File: config.mk
export PLATFORM = sky130hd
export DESIGN_NAME = pipelined_adder
export DESIGN_NICKNAME = d
export VERILOG_FILES = /design/src/rtl/pipelined_adder.sv
export SDC_FILE = /design/constraint.sdc
export NUM_CORES = 1
export LEC_CHECK = 0
export BUFFER_PORTS_ARGS = -buffer_cell sky130_fd_sc_hd__buf_2
export CAP_MARGIN = 20
export CORE_UTILIZATION = 50
export DETAILED_ROUTE_END_ITERATION = 10
export GPL_TIMING_DRIVEN = 0
export PLACE_DENSITY = 0.7
export SKIP_CTS_REPAIR_TIMING = 1
export SKIP_LAST_GASP = 1
export SLEW_MARGIN = 20
export SYNTH_ARGS = -nofsm -noshare
export SYNTH_HDL_FRONTEND = slang
export SYNTH_SLANG_ARGS = --single-unit
export TNS_END_PERCENT = 10
File: constraint.sdc
create_clock -name clk -period 13.5 [get_ports clk]
set_input_delay 2.025 -clock clk [delete_from_list [all_inputs] [get_ports clk]]
set_output_delay 2.025 -clock clk [all_outputs]
set_load 0.1 [all_outputs]
File: src/rtl/pipelined_adder.sv
// Carry-chunked pipelined adder/subtractor: one CHUNK-bit slice is added per stage,
// the inter-slice carry is registered, and a valid/ready handshake stalls the whole pipe.
module pipelined_adder #(
    parameter int WIDTH = 32,
    parameter int CHUNK = 8
) (
    input  logic             clk,
    input  logic             rst,
    input  logic             in_valid,
    output logic             in_ready,
    input  logic [WIDTH-1:0] a,
    input  logic [WIDTH-1:0] b,
    input  logic             c_in,
    input  logic             sub,
    output logic             out_valid,
    input  logic             out_ready,
    output logic [WIDTH-1:0] sum,
    output logic             c_out,
    output logic             ovf
);
    localparam int STAGES = WIDTH / CHUNK;

    if (CHUNK < 1 || (WIDTH % CHUNK) != 0 || STAGES < 1) begin : g_param_check
        $error("pipelined_adder: WIDTH must be a positive multiple of CHUNK");
    end

    logic [WIDTH-1:0]  b_eff;
    logic              cin_eff;
    logic              stall;

    // Stage registers. acc_q[k] holds finished sum slices 0..k in its low bits and the
    // not-yet-added slices of a above them; bop_q[k] forwards b_eff for the upper slices.
    logic [STAGES-1:0] valid_q;
    logic [STAGES-1:0] carry_q;
    logic [WIDTH-1:0]  acc_q [STAGES];
    logic [WIDTH-1:0]  bop_q [STAGES];
    logic              ovf_q;

    logic [STAGES-1:0] valid_in;
    logic [STAGES-1:0] carry_in;
    logic [WIDTH-1:0]  acc_in    [STAGES];
    logic [WIDTH-1:0]  bop_in    [STAGES];
    logic [WIDTH-1:0]  acc_next  [STAGES];
    logic [CHUNK:0]    slice_sum [STAGES];
    logic              ovf_next;

    assign b_eff   = b ^ {WIDTH{sub}};
    assign cin_eff = c_in ^ sub;

    for (genvar k = 0; k < STAGES; k++) begin : g_stage_in
        if (k == 0) begin : g_head
            assign valid_in[k] = in_valid;
            assign carry_in[k] = cin_eff;
            assign acc_in[k]   = a;
            assign bop_in[k]   = b_eff;
        end else begin : g_link
            assign valid_in[k] = valid_q[k-1];
            assign carry_in[k] = carry_q[k-1];
            assign acc_in[k]   = acc_q[k-1];
            assign bop_in[k]   = bop_q[k-1];
        end
    end

    always_comb begin
        for (int k = 0; k < STAGES; k++) begin
            slice_sum[k] = {1'b0, acc_in[k][k*CHUNK +: CHUNK]}
                         + {1'b0, bop_in[k][k*CHUNK +: CHUNK]}
                         + {{CHUNK{1'b0}}, carry_in[k]};
            acc_next[k]  = acc_in[k];
            acc_next[k][k*CHUNK +: CHUNK] = slice_sum[k][CHUNK-1:0];
        end
        // Sign overflow needs the operand MSBs, which only meet the sum MSB in the last stage.
        ovf_next = (acc_in[STAGES-1][WIDTH-1] == bop_in[STAGES-1][WIDTH-1])
                && (slice_sum[STAGES-1][CHUNK-1] != acc_in[STAGES-1][WIDTH-1]);
    end

    // NOTE: state registers use non-blocking assignments so every stage samples the
    // previous stage's pre-edge value; blocking here would collapse the pipeline.
    always_ff @(posedge clk) begin
        if (rst) begin
            valid_q <= '0;
            carry_q <= '0;
            ovf_q   <= 1'b0;
            for (int k = 0; k < STAGES; k++) begin
                acc_q[k] <= '0;
                bop_q[k] <= '0;
            end
        end else if (!stall) begin
            // Bubbles advance too; their data is don't-care because valid travels alongside.
            valid_q <= valid_in;
            ovf_q   <= ovf_next;
            for (int k = 0; k < STAGES; k++) begin
                carry_q[k] <= slice_sum[k][CHUNK];
                acc_q[k]   <= acc_next[k];
                bop_q[k]   <= bop_in[k];
            end
        end
    end

    assign out_valid = valid_q[STAGES-1];
    assign stall     = out_valid && !out_ready;
    assign in_ready  = !stall;
    assign sum       = acc_q[STAGES-1];
    assign c_out     = carry_q[STAGES-1];
    assign ovf       = ovf_q;

endmodule
* Word-level counts from Yosys, hierarchy flattened
Memories as Yosys holds them, arrays and structs flattened.
Cells that the tools add are included.
Widths: inputs -> output; s select.
** Storage, ports and cells
- Input port bits :: 70
- Bits in registers :: 9
- ROM bits :: 0
- Memory bits (writable) :: 256
- Memories kept :: 2
- Bits in latches :: 0
** Memory list
- acc_q :: depth 4, width 32, rd ports 4, clocked after memory_dff 0, write ports 4, RTL line 35 : logic [WIDTH-1:0] acc_q [STAGES];
- bop_q :: depth 4, width 32, rd ports 3, clocked after memory_dff 0, write ports 4, RTL line 36 : logic [WIDTH-1:0] bop_q [STAGES];
** Cells by class
- Shift operators :: 0
- Multiply operators :: 0
- Bitwise operators :: 10
- Reductions and logical operators :: 4
- Add/subtract/negate cells :: 8
- Muxes and demuxes :: 13
- Order comparisons :: 0
- Div/mod/pow operators :: 0
- Equal/unequal tests :: 2
** Operators with widths (number)
- $mux 32 :: 8
- $add 8x8->9 :: 4
- $add 9x1->9 :: 4
- $xor 32x32->32 :: 1
- $or 1x1->1 :: 8
- $mux 1 :: 5
- $logic_and 1x1->1 :: 2
- $logic_not 1->1 :: 2
- $eq 1x1->1 :: 1
- $ne 1x1->1 :: 1
- $xor 1x1->1 :: 1

* Longest topological paths before layout
Gate-level depths: netlist of run 1.
- Depth after elaboration :: 6
- Depth in mapped cells :: 11
- Mapped depth without buffers :: 9

* Worst setup path before layout of run 1
Ideal clock, no wire load.
- Path type :: input port to flip-flop
- Start :: input port rst
- End :: memory acc_q[0][0], enable pin
- Library setup time :: 0.568 ns
- Stages :: 2
- Required time :: 12.932 ns
- Arrival :: 6.549 ns
- Setup slack :: 6.384 ns
- Path through :: clkbuf_1 -> nand2b_1
** RTL lines
- from (decl) :: RTL line 8 : input logic rst,
- to (decl) :: RTL line 35

* Worst setup path in the final report of run 1
- Start :: input port out_ready
- End :: output port in_ready
** Between the ends
- Word-level cells in the longest chain between the ends :: 3
** Ends and longest elaborated chain
- from (decl) :: RTL line 16 : input logic out_ready,
- $logic_not 1->1 :: RTL line 101 : assign stall = out_valid && !out_ready;
- $logic_and 1x1->1 :: RTL line 101
- $logic_not 1->1 :: RTL line 102 : assign in_ready = !stall;
- to (decl) :: RTL line 10 : output logic in_ready,
Every way passes these cells.

==> results.txt, run 1 <==
status: finished clean
largest net degree at the start of global routing: 52
row cnt: 46
Hold Crit Class: register to register
Synth Flop Type: edfxtp_1
TritonRoute pass-1 iters: 4
Net count, final: 831
most frequent cells in the layout: 176 x edfxtp_1, 127 x and2_1, 111 x buf_2
Seq pwr share: 0.505
Longest Clk Path Bufs: 2
Vias per Instance: 4.97
CP max FO: 10
Synth Cell Area: 8350 um^2
io pins: 106
Post-synth EDFFs: 176
Vias: 4745
top cell type's share of synthesized area: 0.633
die area: 17200 um^2
Netlist cell types: 53
Finished Cell Area: 9840 um^2
Slew @ Worst Pin: 0.662 ns
leading area contributor after synthesis: edfxtp_1
Antenna Cells: 0
wl on met1: 6700 um
combinational share of power: 0.116
WL final: 15200 um
unrepaired setup endpoints after global routing: false
initial antenna violation count: 0
GRT overflow: 0
TritonCTS Sinks: 185
asr flop ratio synth: 0
register area share after synthesis: 0.654
most common cell after layout, fill and taps aside: edfxtp_1
final core utilization: 0.610
Worst setup EP type: output port
Power Dens Cells: 138 nW/um^2
clock skew: 0.00550 ns
TNS Setup: 0 ns
vias in the first global route: 4832
slew margin rel.: 0.559
port bufs: 104
sw frac: 0.226
Net Sw Power: 306 uW
#FFs+latches synth: 185
Inst Count DP: 922
clock latency on the worst-skew pair: 0.42 ns
Final Hold Fails: 0
final worst path period share: 0.362
TritonCTS buffer count: 17
# setup viols final: 0
worst vdd ir: 0.0909 mV
Max Slew Vio Count: 0
DRC viols: 0
Die X: 131 um
placed wire-length estimate: 10800 um
initial core utilization: 0.518
Placed Instance Area: 9220 um^2
global-route wire length before repair: 24400 um
syn avg cell area: 13.9 um^2
All-Layer GR Usage: 0.188
ANT nets after route: 0
DR iter-0 viols: 295
Setup CP Type: input pin to output port
non-filler cells, final: 954
Chip Height: 131 um
Worst Path Required: 11.48 ns
Fmax: 205 MHz
clock share of power: 0.380
CTS clk-pin slew, worst paths: 0.06 ns
Internal: 1.05 mW
CTS tree: done
post-route minimum period: 4.88 ns
Post-Syn Nets: 705
WL/cell: 16.0 um
met3 routed WL: 612 um
core area: 16100 um^2
Yosys Warn Count: 0
Max Cap Violations: 0
main area contributors after synthesis: edfxtp_1 63%, and2_1 9.5%, ha_1 4.2%
Placer Congestion: 0.770
Worst Path Arrival: 2.86 ns
Leak Pwr: 4.31 nW
WL met2: 7640 um
CP startpoint kind: input pin
Top Metal Used: met4
Root Buffer: clkbuf_16
Layout Area Growth over Synthesis: 17.8%
layout cells sized above 1: 0.209
Synth Instances: 599
H-tree depth: 4
==> power groups by stage <==
stage | Sequential, mW | Combinational (mW) | Clock (mW)
after floorplan | 0.733 | 0.0775 | 0
after global placement | 0.695 | 0.152 | 0
after detailed placement | 0.695 | 0.157 | 0
after CTS | 0.683 | 0.158 | 0.519
after global routing | 0.687 | 0.171 | 0.540
final | 0.683 | 0.157 | 0.513
==> registers in the layout (all words and copies together) (netlist names) <==
signal	cells
carry_q	4
bop_q	48
valid_q	4
ovf	1
acc_q	128
==> Yosys cell counts (9+ instances only) <==
| library cell | n |
|---|---|
| edfxtp_1 | 176 |
| and2_1 | 127 |
| nor2_1 | 48 |
| ha_1 | 28 |
| xnor2_1 | 26 |
| xor2_1 | 20 |
| clkbuf_1 | 15 |
| a21oi_1 | 11 |
| o21ai_0 | 11 |
| nand2b_1 | 10 |
| dfxtp_1 | 9 |
| inv_1 | 9 |
==> per-stage QoR <==
stage               hold WS (ns)  worst slack (ns)  power, mW
global route               0.481              8.59       1.40
floorplan                  0.432              6.38      0.810
detailed placement         0.445              8.61      0.852
CTS                        0.453              8.61       1.36
global placement           0.440              4.53      0.846
finish                     0.456              8.62       1.35
==> cells by family (layout without fill, tap and decap cells) <==
family	after synthesis	after routing	share of synthesized area
simple gates	233	233	0.160
flops	185	185	0.654
compound gates	60	60	0.0509
xor+xnor	46	46	0.0482
fa+ha+maj	36	36	0.0611
buf+inv	36	175	0.0214
mux	3	3	0.00360
==> area by class of cell <==
| cell class | instances | area [um^2] |
|---|---|---|
| fillers | 1278 | 6280 |
| flip-flops and latches | 185 | 5470 |
| multi-input cells | 378 | 2720 |
| repair buffers | 107 | 588 |
| clock buffers | 24 | 472 |
| well taps | 216 | 270 |
| clock inverters | 8 | 145 |
| plain buffers | 26 | 129 |
| inverters | 10 | 50.0 |
==> critical path, cell delays in order <==
cell and delay (ns):
buf_2 0.12, nor2b_4 0.12, buf_6 0.17, clkinv_8 0.11, buf_2 0.31
==> worst paths after layout <==
check,startpoint,endpoint,slack [ns],cells past startpoint
setup / recovery,out_ready,in_ready,8.62,5
hold / removal,valid_q[0],valid_q[0],0.46,2
setup reg to reg,acc_q[1][16],acc_q[2][22],11.05,7
hold reg to reg,valid_q[0],valid_q[0],0.46,2
==> routing by layer <==
layer  GRT usage  vias up
li1            -     2374
met1       0.235     2258
met2       0.319       94
met3      0.0421       19
met4      0.0736        0
met5           0        -
No activity file was read; power rests on OpenSTA's default activity.
==> run 2: changes to the inputs <==
Clock period 13.5 ns to 4.7 ns, I/O delays scaled along.
==> run 2 against run 1 <==
Sequential share of layout area up 0.13 points. Clock skew grew 0.00099 ns. Routed wire length fell by 1.1%. Critical path type is now input pin to register.
==> results.txt, run 2 (same netlist as run 1, synthesis figures left out) <==
Root Buffer: clkbuf_16
All-Layer GR Usage: 0.185
Vias per Instance: 5.02
max FFs per register: 128
# setup viols final: 0
post-route minimum period: 3.07 ns
final worst path period share: 0.652
initial antenna violation count: 0
Largest regs: acc_q x128, bop_q x48
final worst setup slack: 1.63 ns
unrepaired setup endpoints after global routing: false
Slew @ Worst Pin: 0.639 ns
ANT nets after route: 0
vias in the first global route: 4753
Longest Clk Path Bufs: 2
TritonCTS Sinks: 185
CTS tree: done
Finished Cell Area: 9810 um^2
CP delay by family, top: compound AO/OA/AOI/OAI gates
Antenna Cells: 0
global-route wire length before repair: 23900 um
Net count, final: 831
Layout Area Growth over Synthesis: 17.5%
clock skew: 0.00650 ns
Setup WS pre-CTS: 1.19 ns
worst vdd ir: 0.313 mV
Fmax: 326 MHz
CP max FO: 10
TritonRoute pass-1 iters: 5
initial core utilization: 0.518
placed wire-length estimate: 10600 um
Worst Path Required: 5.00 ns
slew margin rel.: 0.574
DRC viols: 0
layout cells sized above 1: 0.211
io pins: 106
WP buf/inv: 3
Leak Pwr: 4.30 nW
Hold Crit Class: register to register
Placer Congestion: 0.764
GRT overflow: 0
most frequent cells in the layout: 176 x edfxtp_1, 127 x and2_1, 111 x buf_2
Chip Height: 131 um
DR iter-0 viols: 291
WL final: 15100 um
Placed Instance Area: 9230 um^2
core area: 16100 um^2
Power Dens Cells: 390 nW/um^2
CP startpoint kind: input pin
die area: 17200 um^2
Die X: 131 um
Biggest register: acc_q
WL/cell: 15.8 um
Max Cap Violations: 0
port bufs: 104
Final Hold Fails: 0
clock latency on the worst-skew pair: 0.43 ns
Worst Path Arrival: 3.37 ns
Crit path largest cell delay: 0.37 ns
status: finished clean
Max Slew Vio Count: 0
Worst setup EP type: register
Critical Path Slowest Stage Cell: buf_2
largest net degree at the start of global routing: 60
Vias: 4787
row cnt: 46
TritonCTS buffer count: 17
Setup CP Type: input pin to register
H-tree depth: 4
Crit path top cell by count: fa_1
crit-path cells: clkbuf_1, buf_2, xor2_1, fa_1, inv_1, fa_1, and2b_1, o21ai_1, a21oi_1, nor4_1, a2111oi_0
most common cell after layout, fill and taps aside: edfxtp_1
CTS clk-pin slew, worst paths: 0.06 ns
run 2: cell types whose count changed in the layout (fill, tap and decap cells not counted), sizes merged:
cell      before  now
bufinv         4    3
clkbuf        39   33
clkinv         3    8
clkinvlp       2    4
run 2: per-stage QoR:
step,utilization,hold slack [ns],TNS [ns],std cells,total power [mW]
after CTS,0.609,0.455,0,954,3.84
final,0.609,0.455,0,954,3.83
after detailed placement,0.573,0.447,0,922,2.45
after global routing,0.609,0.472,0,954,3.95
after global placement,0.568,0.440,-35.39,919,2.43
after floorplan,-,0.432,0,599,2.33
run 2: worst paths after layout:
path           startpoint           end  slack, ns  depth (start not counted)
max                   sub    carry_q[0]       1.63                         11
min            valid_q[1]    valid_q[1]       0.45                          2
max reg2reg  acc_q[1][16]  acc_q[2][22]       2.30                          7
min reg2reg    valid_q[1]    valid_q[1]       0.45                          2
run 2: layer usage:
metal  wire [um]  global-route usage  vias up
li1            -                   -     2368
met1        6600               0.228     2270
met2        7490               0.319      132
met3         766              0.0405       17
met4         204              0.0652        0
met5           0                   0        -
run 2: worst min-delay path, delay by kind of cell (launching register included):
kind,cells,cell delay (ns)
DFF,1,0.31
and+or+nand+nor,1,0.05
AOI/OAI and AO/OA,1,0.05
run 2: cell type report:
cell class | instances | area [um^2]
Clock inverter | 14 | 156
Clock buffer | 18 | 429
Multi-Input combinational cell | 378 | 2720
Fill cell | 1285 | 6300
Tap cell | 216 | 270
Inverter | 10 | 50.0
Timing Repair Buffer | 107 | 596
Buffer | 26 | 129
Sequential cell | 185 | 5470
run 2: report_power, final:
part / internal (mW) / total (mW) / switching (mW)
clock network: 0.828 / 1.42 / 0.588
registers: 1.93 / 1.96 / 0.0307
logic: 0.159 / 0.451 / 0.292
total: 2.92 / 3.83 / 0.910
